`src/rtl/parser_if.sv`:
```
// Packet ingress beats plus parsed-record output, bundled for the parser.
interface parser_if;
   localparam int unsigned BEAT_W = 32;
   localparam int unsigned REC_W  = 296;

   logic [BEAT_W-1:0] dataIn;
   logic              dataIn_val;
   logic              dataIn_ready;
   logic              dataIN_last;
   logic [0:REC_W-1]  dataOut;
   logic              dataOut_val;
   logic              dataOut_ready;
   logic              packetLost;

   // Upstream beat source / downstream record sink side
   modport master (
      output dataIn, dataIn_val, dataIN_last, dataOut_ready,
      input  dataIn_ready, dataOut, dataOut_val, packetLost
   );

   // Parser side
   modport slave (
      input  dataIn, dataIn_val, dataIN_last, dataOut_ready,
      output dataIn_ready, dataOut, dataOut_val, packetLost
   );
endinterface

```
`src/rtl/parser.sv`:
```
// Streaming packet parser: header/sequence extraction, up to 29 payload bytes
// packed into one 296-bit record, per-stream sequence-gap detection.
// Optional build macro: OVERRUN_BACKPRESSURE_EN (stall input while a record
// is pending instead of overwriting it).
module parser #(
   parameter int unsigned NUM_STREAMS = 4
) (
   input  logic    clk,
   input  logic    reset_b,
   parser_if.slave bus
);
   localparam int unsigned REC_W     = 296;
   localparam int unsigned PAY_BYTES = 29;
   localparam int unsigned PAY_W     = PAY_BYTES * 8;
   localparam int unsigned PTR_W     = (NUM_STREAMS > 1) ? $clog2(NUM_STREAMS) : 1;
   localparam int unsigned BCNT_W    = 4;
   // Payload beat index past which every byte slot has been offered
   localparam int unsigned BCNT_SAT  = (PAY_BYTES + 3) / 4;

   typedef enum logic [1:0] {
      ST_HDR,
      ST_SEQ,
      ST_PAY
   } state_e;

   state_e                        state_q, state_d;
   logic                          run_q, run_d;
   logic [15:0]                   len_q, len_d;
   logic [15:0]                   stream_q, stream_d;
   logic [31:0]                   seq_q, seq_d;
   logic [BCNT_W-1:0]             bcnt_q, bcnt_d;
   logic [0:PAY_W-1]              pay_q, pay_d;
   logic [0:REC_W-1]              out_q, out_d;
   logic                          out_val_q, out_val_d;
   logic                          lost_q, lost_d;
   logic [NUM_STREAMS-1:0]        tbl_val_q, tbl_val_d;
   logic [NUM_STREAMS-1:0][15:0]  tbl_sid_q, tbl_sid_d;
   logic [NUM_STREAMS-1:0][31:0]  tbl_seq_q, tbl_seq_d;
   logic [PTR_W-1:0]              rr_q, rr_d;

   logic                          in_ready_c;
   logic                          beat_c;
   logic                          done_c;
   logic                          hit_c;
   logic                          free_c;
   logic [PTR_W-1:0]              hit_idx_c;
   logic [PTR_W-1:0]              free_idx_c;
   logic [PTR_W-1:0]              sel_idx_c;
   logic [31:0]                   hit_seq_c;

   // Input acceptance: optionally stall while an unaccepted record is pending
`ifdef OVERRUN_BACKPRESSURE_EN
   assign in_ready_c = run_q & ~(out_val_q & ~bus.dataOut_ready);
`else
   assign in_ready_c = run_q;
`endif

   assign beat_c = bus.dataIn_val & in_ready_c;
   // Only a final beat seen in the payload state completes a record; runts fall out here
   assign done_c = beat_c & bus.dataIN_last & (state_q == ST_PAY);

   // Stream table lookup: first matching entry, else lowest free, else round-robin victim
   always_comb begin
      hit_c      = 1'b0;
      hit_idx_c  = '0;
      hit_seq_c  = '0;
      free_c     = 1'b0;
      free_idx_c = '0;
      for (int unsigned i = 0; i < NUM_STREAMS; i++) begin
         if (!hit_c && tbl_val_q[i] && (tbl_sid_q[i] == stream_q)) begin
            hit_c     = 1'b1;
            hit_idx_c = PTR_W'(i);
            hit_seq_c = tbl_seq_q[i];
         end
         if (!free_c && !tbl_val_q[i]) begin
            free_c     = 1'b1;
            free_idx_c = PTR_W'(i);
         end
      end
      if (hit_c) begin
         sel_idx_c = hit_idx_c;
      end else if (free_c) begin
         sel_idx_c = free_idx_c;
      end else begin
         sel_idx_c = rr_q;
      end
   end

   // Next-state: framing FSM, field capture, record load, table update
   always_comb begin
      state_d   = state_q;
      run_d     = 1'b1;
      len_d     = len_q;
      stream_d  = stream_q;
      seq_d     = seq_q;
      bcnt_d    = bcnt_q;
      pay_d     = pay_q;
      out_d     = out_q;
      out_val_d = out_val_q;
      lost_d    = 1'b0;
      tbl_val_d = tbl_val_q;
      tbl_sid_d = tbl_sid_q;
      tbl_seq_d = tbl_seq_q;
      rr_d      = rr_q;

      if (out_val_q && bus.dataOut_ready) begin
         out_val_d = 1'b0;
      end

      if (beat_c) begin
         case (state_q)
            ST_HDR: begin
               len_d    = {bus.dataIn[23:16], bus.dataIn[31:24]};
               stream_d = {bus.dataIn[7:0],   bus.dataIn[15:8]};
               bcnt_d   = '0;
               pay_d    = '0;
               state_d  = ST_SEQ;
            end
            ST_SEQ: begin
               seq_d   = {bus.dataIn[7:0], bus.dataIn[15:8],
                          bus.dataIn[23:16], bus.dataIn[31:24]};
               state_d = ST_PAY;
            end
            default: begin
               // Slot k belongs to payload beat k/4; earliest byte sits in dataIn[31:24]
               for (int unsigned k = 0; k < PAY_BYTES; k++) begin
                  if (bcnt_q == BCNT_W'(k / 4)) begin
                     pay_d[8*k +: 8] = bus.dataIn[31 - 8*(k % 4) -: 8];
                  end
               end
               if (bcnt_q != BCNT_W'(BCNT_SAT)) begin
                  bcnt_d = bcnt_q + 1'b1;
               end
            end
         endcase
         if (bus.dataIN_last) begin
            state_d = ST_HDR;
         end
      end

      if (done_c) begin
         out_d[0 +: 16]      = len_q;
         out_d[16 +: 16]     = stream_q;
         out_d[32 +: 32]     = seq_q;
         out_d[64 +: PAY_W]  = pay_d;
         out_val_d           = 1'b1;
         if (hit_c) begin
            lost_d = (seq_q != (hit_seq_c + 32'd1));
         end else if (!free_c) begin
            rr_d = (rr_q == PTR_W'(NUM_STREAMS - 1)) ? '0 : rr_q + 1'b1;
         end
         for (int unsigned i = 0; i < NUM_STREAMS; i++) begin
            if (sel_idx_c == PTR_W'(i)) begin
               tbl_val_d[i] = 1'b1;
               tbl_sid_d[i] = stream_q;
               tbl_seq_d[i] = seq_q;
            end
         end
      end
   end

   // State and output registers with synchronous reset
   always_ff @(posedge clk) begin
      if (reset_b) begin
         state_q   <= ST_HDR;
         run_q     <= 1'b0;
         len_q     <= '0;
         stream_q  <= '0;
         seq_q     <= '0;
         bcnt_q    <= '0;
         pay_q     <= '0;
         out_q     <= '0;
         out_val_q <= 1'b0;
         lost_q    <= 1'b0;
         tbl_val_q <= '0;
         tbl_sid_q <= '0;
         tbl_seq_q <= '0;
         rr_q      <= '0;
      end else begin
         state_q   <= state_d;
         run_q     <= run_d;
         len_q     <= len_d;
         stream_q  <= stream_d;
         seq_q     <= seq_d;
         bcnt_q    <= bcnt_d;
         pay_q     <= pay_d;
         out_q     <= out_d;
         out_val_q <= out_val_d;
         lost_q    <= lost_d;
         tbl_val_q <= tbl_val_d;
         tbl_sid_q <= tbl_sid_d;
         tbl_seq_q <= tbl_seq_d;
         rr_q      <= rr_d;
      end
   end

   assign bus.dataIn_ready = in_ready_c;
   assign bus.dataOut      = out_q;
   assign bus.dataOut_val  = out_val_q;
   assign bus.packetLost   = lost_q;

endmodule

```
`src/flat_wrapper.sv`:
```
// flat-port wrapper written by rule: the top's interface ports become plain ports
module parser_flat 
#(
   parameter int unsigned NUM_STREAMS = 4
)
  (clk, reset_b, bus_dataIn, bus_dataIn_val, bus_dataIN_last, bus_dataOut_ready, bus_dataIn_ready, bus_dataOut, bus_dataOut_val, bus_packetLost);
  parser_if bus_i ();
  input  logic clk;
  input  logic reset_b;
  input wire logic [$bits(bus_i.dataIn)-1:0] bus_dataIn;
  input wire logic [$bits(bus_i.dataIn_val)-1:0] bus_dataIn_val;
  input wire logic [$bits(bus_i.dataIN_last)-1:0] bus_dataIN_last;
  input wire logic [$bits(bus_i.dataOut_ready)-1:0] bus_dataOut_ready;
  output wire logic [$bits(bus_i.dataIn_ready)-1:0] bus_dataIn_ready;
  output wire logic [$bits(bus_i.dataOut)-1:0] bus_dataOut;
  output wire logic [$bits(bus_i.dataOut_val)-1:0] bus_dataOut_val;
  output wire logic [$bits(bus_i.packetLost)-1:0] bus_packetLost;
  assign bus_i.dataIn = bus_dataIn;
  assign bus_i.dataIn_val = bus_dataIn_val;
  assign bus_i.dataIN_last = bus_dataIN_last;
  assign bus_i.dataOut_ready = bus_dataOut_ready;
  assign bus_dataIn_ready = bus_i.dataIn_ready;
  assign bus_dataOut = bus_i.dataOut;
  assign bus_dataOut_val = bus_i.dataOut_val;
  assign bus_packetLost = bus_i.packetLost;
  parser #(.NUM_STREAMS(NUM_STREAMS)) u_core (.clk(clk), .reset_b(reset_b), .bus(bus_i));
endmodule
```
`config.mk`:
```
export PLATFORM = sky130hd
export DESIGN_NAME = parser_flat
export DESIGN_NICKNAME = d
export VERILOG_FILES = /design/src/rtl/parser_if.sv /design/src/rtl/parser.sv /design/src/flat_wrapper.sv
export SDC_FILE = /design/constraint.sdc
export NUM_CORES = 2
export LEC_CHECK = 0
export BUFFER_PORTS_ARGS = -buffer_cell sky130_fd_sc_hd__buf_2
export CAP_MARGIN = 5
export CORE_UTILIZATION = 56
export DETAILED_ROUTE_END_ITERATION = 7
export PLACE_DENSITY = 0.8
export SLEW_MARGIN = 20
export SYNTH_ARGS = -nofsm -noshare
export SYNTH_HDL_FRONTEND = slang
export SYNTH_SLANG_ARGS = --single-unit
```
`constraint.sdc`:
```
create_clock -name clk -period 6.3 [get_ports clk]
set_clock_uncertainty 0.1 [all_clocks]
set_input_delay 0.945 -clock clk [delete_from_list [all_inputs] [get_ports clk]]
set_output_delay 0.945 -clock clk [all_outputs]
set_load 0.05 [all_outputs]
```
# Word level (Yosys, flattened, before mapping)
# Index checks and enable logic that the tools add are counted.
classes:
  n_div: 0
  n_reduce_logical: 35
  n_mux: 59
  add_sub_neg: 3
  bitwise: 7
  order_cmp: 0
  multipliers: 0
  eq_ne: 19
  n_shift: 0
ops:
  columns: ["op", "n"]
  rows:
  - ["232-bit one-hot mux with 2 select lines", 1]
  - ["232-bit two-way mux", 1]
  - ["8-bit two-way mux", 29]
  - ["32-bit two-way mux", 4]
  - ["16-bit equality test", 4]
  - ["32-bit by 1-bit adder with 32-bit output (second input constant)", 1]
  - ["32-bit != test", 1]
  - ["4-bit by 3-bit equality test with 1-bit output (second input constant)", 4]
  - ["2-bit two-way mux", 8]
  - ["2-bit AND reduction", 7]
  - ["1-bit two-way mux", 13]
  - ["1-bit logical AND", 11]
  - ["2-bit equality test (second input constant)", 4]
  - ["4-bit by 2-bit equality test with 1-bit output (second input constant)", 2]
  - ["1-bit logical NOT", 8]
  - ["4-bit one-hot mux with 2 select lines", 1]
  - ["3-bit AND reduction", 2]
  - ["4-bit by 1-bit adder with 4-bit output (second input constant)", 1]
  - ["2-bit by 1-bit equality test with 1-bit output (second input constant)", 2]
  - ["4-bit by 1-bit equality test with 1-bit output (second input constant)", 1]
  - ["2-bit logical NOT", 2]
  - ["4-bit logical NOT", 1]
  - ["4-bit two-way mux", 1]
  - ["4-bit != test (second input constant)", 1]
  - ["7 further kinds", 13]
word_totals:
  inputBits: 37
  latch_bits: 0
  rom_bits: 0
  memories: 0
  word_cells: 146
  ram_bits: 0
  regBits: 799
  out_inout_bits: 299

# Longest topological paths before layout
logic_depth:
  depth_word: 18
  mapped_depth: 22
  depth_no_buf: 19

# Worst setup path after synthesis
# No wires, ideal clock.
synth_timing:
  kind: "register -> register"
  from: "register u_core.stream_q[13]"
  to: "register u_core.lost_q, in the netlist u_core.bus.packetLost"
  synth_period_minus_slack_ns: 4.646
  path_stages_with_launch: 22
  setup_slack_ns: 1.654
  t_required_ns: 6.069
  arrival_time_ns: 4.415
  n_path_buf: 2
  setup_ns: 0.131
  path_cell_list: "dfxtp_1 > buf_2 > xor2_1 > nor4_1 > nand3_1 > or3_1 > nor2_1 > clkbuf_1 > a31oi_1 > a21oi_1 > mux2_2 > ha_1 > inv_1 > a221oi_1 > a32oi_1 > a211oi_2 > nand2_2 > or4_1 > a21oi_1 > a31oi_1 > a211oi_2 > a31oi_1"
synth_via:
  elab_chain_len: 17
  elab_cells_between_ends: 26
  cone_classes: "add/sub: 1; eq/ne: 5; mux: 8; bitwise: 1; reduce/logical: 11"
synth_lines:
  columns: ["element", "line_no", "text"]
  rows:
  - ["from (decl)", "parser.sv:29", "logic [15:0] stream_q, stream_d;"]
  - ["from (signal assigned)", "parser.sv:183", "stream_q <= stream_d;"]
  - ["16-bit equality test", "parser.sv:70", "if (!hit_c && tbl_val_q[i] && (tbl_sid_q[i] == stream_q)) begin"]
  - ["1-bit logical AND", "parser.sv:70", null]
  - ["1-bit two-way mux", "parser.sv:70", null]
  - ["1-bit logical NOT", "parser.sv:70", null]
  - ["1-bit logical AND (2 in series)", "parser.sv:70", null]
  - ["1-bit two-way mux", "parser.sv:70", null]
  - ["1-bit logical NOT", "parser.sv:70", null]
  - ["1-bit logical AND (2 in series)", "parser.sv:70", null]
  - ["1-bit two-way mux", "parser.sv:70", null]
  - ["1-bit logical NOT", "parser.sv:70", null]
  - ["1-bit logical AND (2 in series)", "parser.sv:70", null]
  - ["32-bit two-way mux / 1-bit two-way mux (equally long branches)", "parser.sv:70", null]
  - ["32-bit by 1-bit adder with 32-bit output / 1-bit inverter (equally long branches)", null, null]
  - ["32-bit != test / 3-bit OR reduction (equally long branches)", null, null]
  - ["to (signal assigned)", "parser.sv:189", "lost_q <= lost_d;"]
  - ["to (decl)", "parser.sv:35", "logic lost_q, lost_d;"]
# Parallel ways exist; a longest one is shown, timed or not.
# A chain may end at the register's enable or synchronous reset.

# Final worst setup path
# Same ends and word-level chain as after synthesis.

==> results.txt <==
critical path's largest stage delay: 0.57 ns
maximum clock rate: 177 MHz
Die H: 237 um
Cells after Synth: 3692
CTS Hold Bufs: 0
Async SR Flop Fraction: 0%
CP max stage cell: a211oi_2
final setup violation count: 0
Starting Density: 57.1%
worst slew pin tran: 1.14 ns
Final nets: 3822
Die ar.: 0.0561 sq mm
Cell variety after synth: 75
setup TNS: 0 ns
Avg WL per Cell: 21.4 um
gr usage total: 33.5%
number of buffers added on ports: 335
IO Pins: 336
worst min-delay path startpoint: u_core.bus.dataOut[54]
root buffer cell: clkbuf_16
vias per std cell: 6.09
vias in the first global route: 25.3k
r2r endpoint: u_core.bus.packetLost
RSZ-0062 raised after global routing: false
leakage power: 12.6 nW
Post-Syn Nets: 3735
Hold EP: u_core.bus.dataOut[54]
total power draw: 10.2 mW
reg2reg path depth: 19
Max-cap violations: 0
Post-Route WL: 96.9 mm
post-synth top area cell: dfxtp_1
Syn-to-layout area delta: 13.7%
top cell type's share of synthesized area: 51.8%
CTS tree: built
register bit total from synthesis: 799
Setup Fix Bufs, Post-CTS: 0
Startpoint Class: register
DRC viols: 0
P_int: 7.84 mW
RR Startpoint: u_core.stream_q[13]
first-pass iteration count of the detailed router: 6
CP required: 6.68 ns
Core ar.: 0.0541 sq mm
Worst Setup End Kind: register
Synth Area per Inst: 8.37 sq um
vias: 27.6k
die width: 237 um
Max VDD drop: 0.000247 V
CTS resizes: 0
EDFF count, synth: 0
Combinational Power Share: 3.7%
Hold Path Class: reg -> reg
Top FF cell, synth: dfxtp_1
H-tree Lvls: 3
worst hold stages: 2
WS Path Type: reg -> reg
clock power share: 46.4%
Sw Pwr: 2.37 mW
Power Dens Cells: 291 mW/mm^2
GR Overflow Total: 0
Crit path arrival time: 6.05 ns
placed wire-length estimate: 61.5 mm
first-pass GRT wire length: 147 mm
Final Wtd Congestion: 0.965
sequential share of the synthesized area: 51.8%
Clock transition at path regs: 0.06 ns
critical-path cell list: xor2_1 > nor4_1 > nand3_1 > buf_4 > or3_1 > nor2_1 > nor3_1 > mux2_2 > ha_1 > inv_1 > a221oi_1 > a32oi_1 > a211oi_2 > nand2_2 > or4_1 > a21oi_1 > a31oi_1 > a211oi_2 > a31oi_1
crit share post-route: 89.9%
crit-path max FO: 17
fill cell count: 4483
reg2reg setup slack: 0.63 ns
status: finished clean
proportion of layout cells with a drive suffix above 1: 13.9%
YS warnings: 0
CTS Buffer Depth: 3
Seq pwr share: 50.0%
Final Max Tran Viols: 0
Sw Share: 23.2%
CTS buffer count: 80
drt initial violations: 3310
Site Rows: 85
Synth Cell Area: 0.0309 sq mm
top cells by area, synth: dfxtp_1, nand2_1, nor2_1, a21oi_1, a211oi_1
clock sink count: 799
count of final hold-check violations: 0
min Tclk post-route: 5.67 ns
initial antenna violation count: 5
Skew-Pair Late Insertion Delay: 0.65 ns
worst rel slew slack: 24.3%
largest net degree at the start of global routing: 288
antenna viol nets, final: 0
[placed cells by master, fill, tap and decap left out, types with 13 or more instances in the layout]
cell type and instances:
dfxtp_1 799, nand2_1 702, nor2_1 520, a21oi_1 357, buf_2 334, a211oi_1 236
a22oi_1 218, clkbuf_16 81, xnor2_1 64, xor2_1 42, buf_4 38, nand3_1 35
a32oi_1 31, nor3_1 26, nand4_1 20, and2_1 19, clkbuf_8 19, clkbuf_1 19
a31oi_1 18, o21ai_0 16, a221oi_1 16, o2111ai_1 15, nor4_1 13
[worst max-delay path, delay by kind of cell (launching register included)]
family,cells,cell delay (ns)
AND/OR/NAND/NOR,7,2.45
AO/OA/AOI/OAI,7,1.49
flip-flops,1,0.56
buffers and inverters,2,0.28
multiplexers,1,0.28
adder cells (fa/ha/maj),1,0.21
XOR/XNOR,1,0.13
[metrics by stage]
| step | area, sq um | std cells | worst slack (ns) | utilization, % | hold WS (ns) |
|---|---|---|---|---|---|
| global placement | 32500 | 4392 | 0.923 | 60.0 | 0.337 |
| floorplan | 30900 | 3692 | 1.65 | - | 0.332 |
| global route | 35100 | 4531 | 0.374 | 64.9 | 0.365 |
| detailed placement | 32500 | 4392 | 0.777 | 60.0 | 0.343 |
| CTS | 35100 | 4530 | 0.754 | 64.8 | 0.349 |
| finish | 35100 | 4533 | 0.635 | 64.9 | 0.350 |
[metal layers]
layer	vias to the layer above	global-route usage [%]	share of wire [%]	wire, um
met5	-	0	0.060	58
met4	8	15.3	4.5	4350
met3	232	9.49	10	9890
met2	1268	52.8	46	44500
met1	13100	42.6	39	38100
li1	13000	-	-	-
[logic make-up (layout without fill, tap and decap cells)]
group	count (synthesis)	count (layout)	share of synthesized area, %
AND/OR/NAND/NOR	1412	1412	18.8
adder cells (fa/ha/maj)	6	6	0.243
multiplexers	4	4	0.138
XOR/XNOR	106	106	3.01
other	0	2	0
flip-flops	799	799	51.8
buffers and inverters	387	530	4.92
AO/OA/AOI/OAI	978	978	21.1
[power by group through the flow]
stage,logic [mW],clock network [mW],registers [mW]
CTS,0.364,4.76,5.10
finish,0.374,4.73,5.10
detailed placement,0.362,0,5.21
global route,0.390,4.97,5.10
floorplan,0.238,0,5.20
global placement,0.361,0,5.21
[sequential cells by signal, summed over array words and instances (netlist names)]
signal,flops
u_core.len_q,16
u_core.stream_q,16
u_core.state_q,2
u_core.pay_q,232
u_core.tbl_val_q,4
u_core.bus.dataOut_val,1
u_core.rr_q,2
u_core.tbl_seq_q,128
u_core.seq_q,32
u_core.tbl_sid_q,64
u_core.bus.dataOut,296
u_core.bus.packetLost,1
u_core.bcnt_q,4
u_core.bus.dataIn_ready,1
[Yosys cell counts (all sizes together), types with 4 or more instances]
master,instances
nand2b,4
a221oi,16
o22ai,4
nor3b,4
xnor2,64
nor4b,5
a221o,6
nand4b,5
o211ai,6
nor4,14
nor3,31
buf,35
inv,11
dfxtp,799
and3,11
a211oi,239
o2111ai,15
and2,21
a31oi,18
a32oi,31
clkbuf,341
nand2,703
a22oi,218
a211o,5
or3,12
xor2,42
ha,6
o21ai,23
a2bb2oi,8
nand4,20
nand3,35
nor2b,5
nand3b,6
nor2,527
a21oi,357
[worst max path at each step]
stage,endpoint,startpoint,depth (start not counted)
after CTS,u_core.bus.packetLost,u_core.stream_q[13],19
after floorplan,u_core.bus.packetLost,u_core.stream_q[13],21
after detailed placement,u_core.bus.packetLost,u_core.stream_q[13],19
final,u_core.bus.packetLost,u_core.stream_q[13],19
after global routing,u_core.bus.packetLost,u_core.stream_q[13],19
after global placement,u_core.bus.packetLost,u_core.stream_q[13],19
[area by class of cell]
class / instances / area, sq um / area share (%)
sequential: 799 / 16000 / 45.5
multi-input combinational: 2506 / 13500 / 38.3
clock buffer: 119 / 2360 / 6.72
timing repair buffer: 381 / 2140 / 6.09
tap: 696 / 871 / 2.48
clock inverter: 19 / 265 / 0.755
inverter: 11 / 41.3 / 0.118
antenna: 2 / 5.00 / 0.0142
No activity file was read; power rests on OpenSTA's default activity.
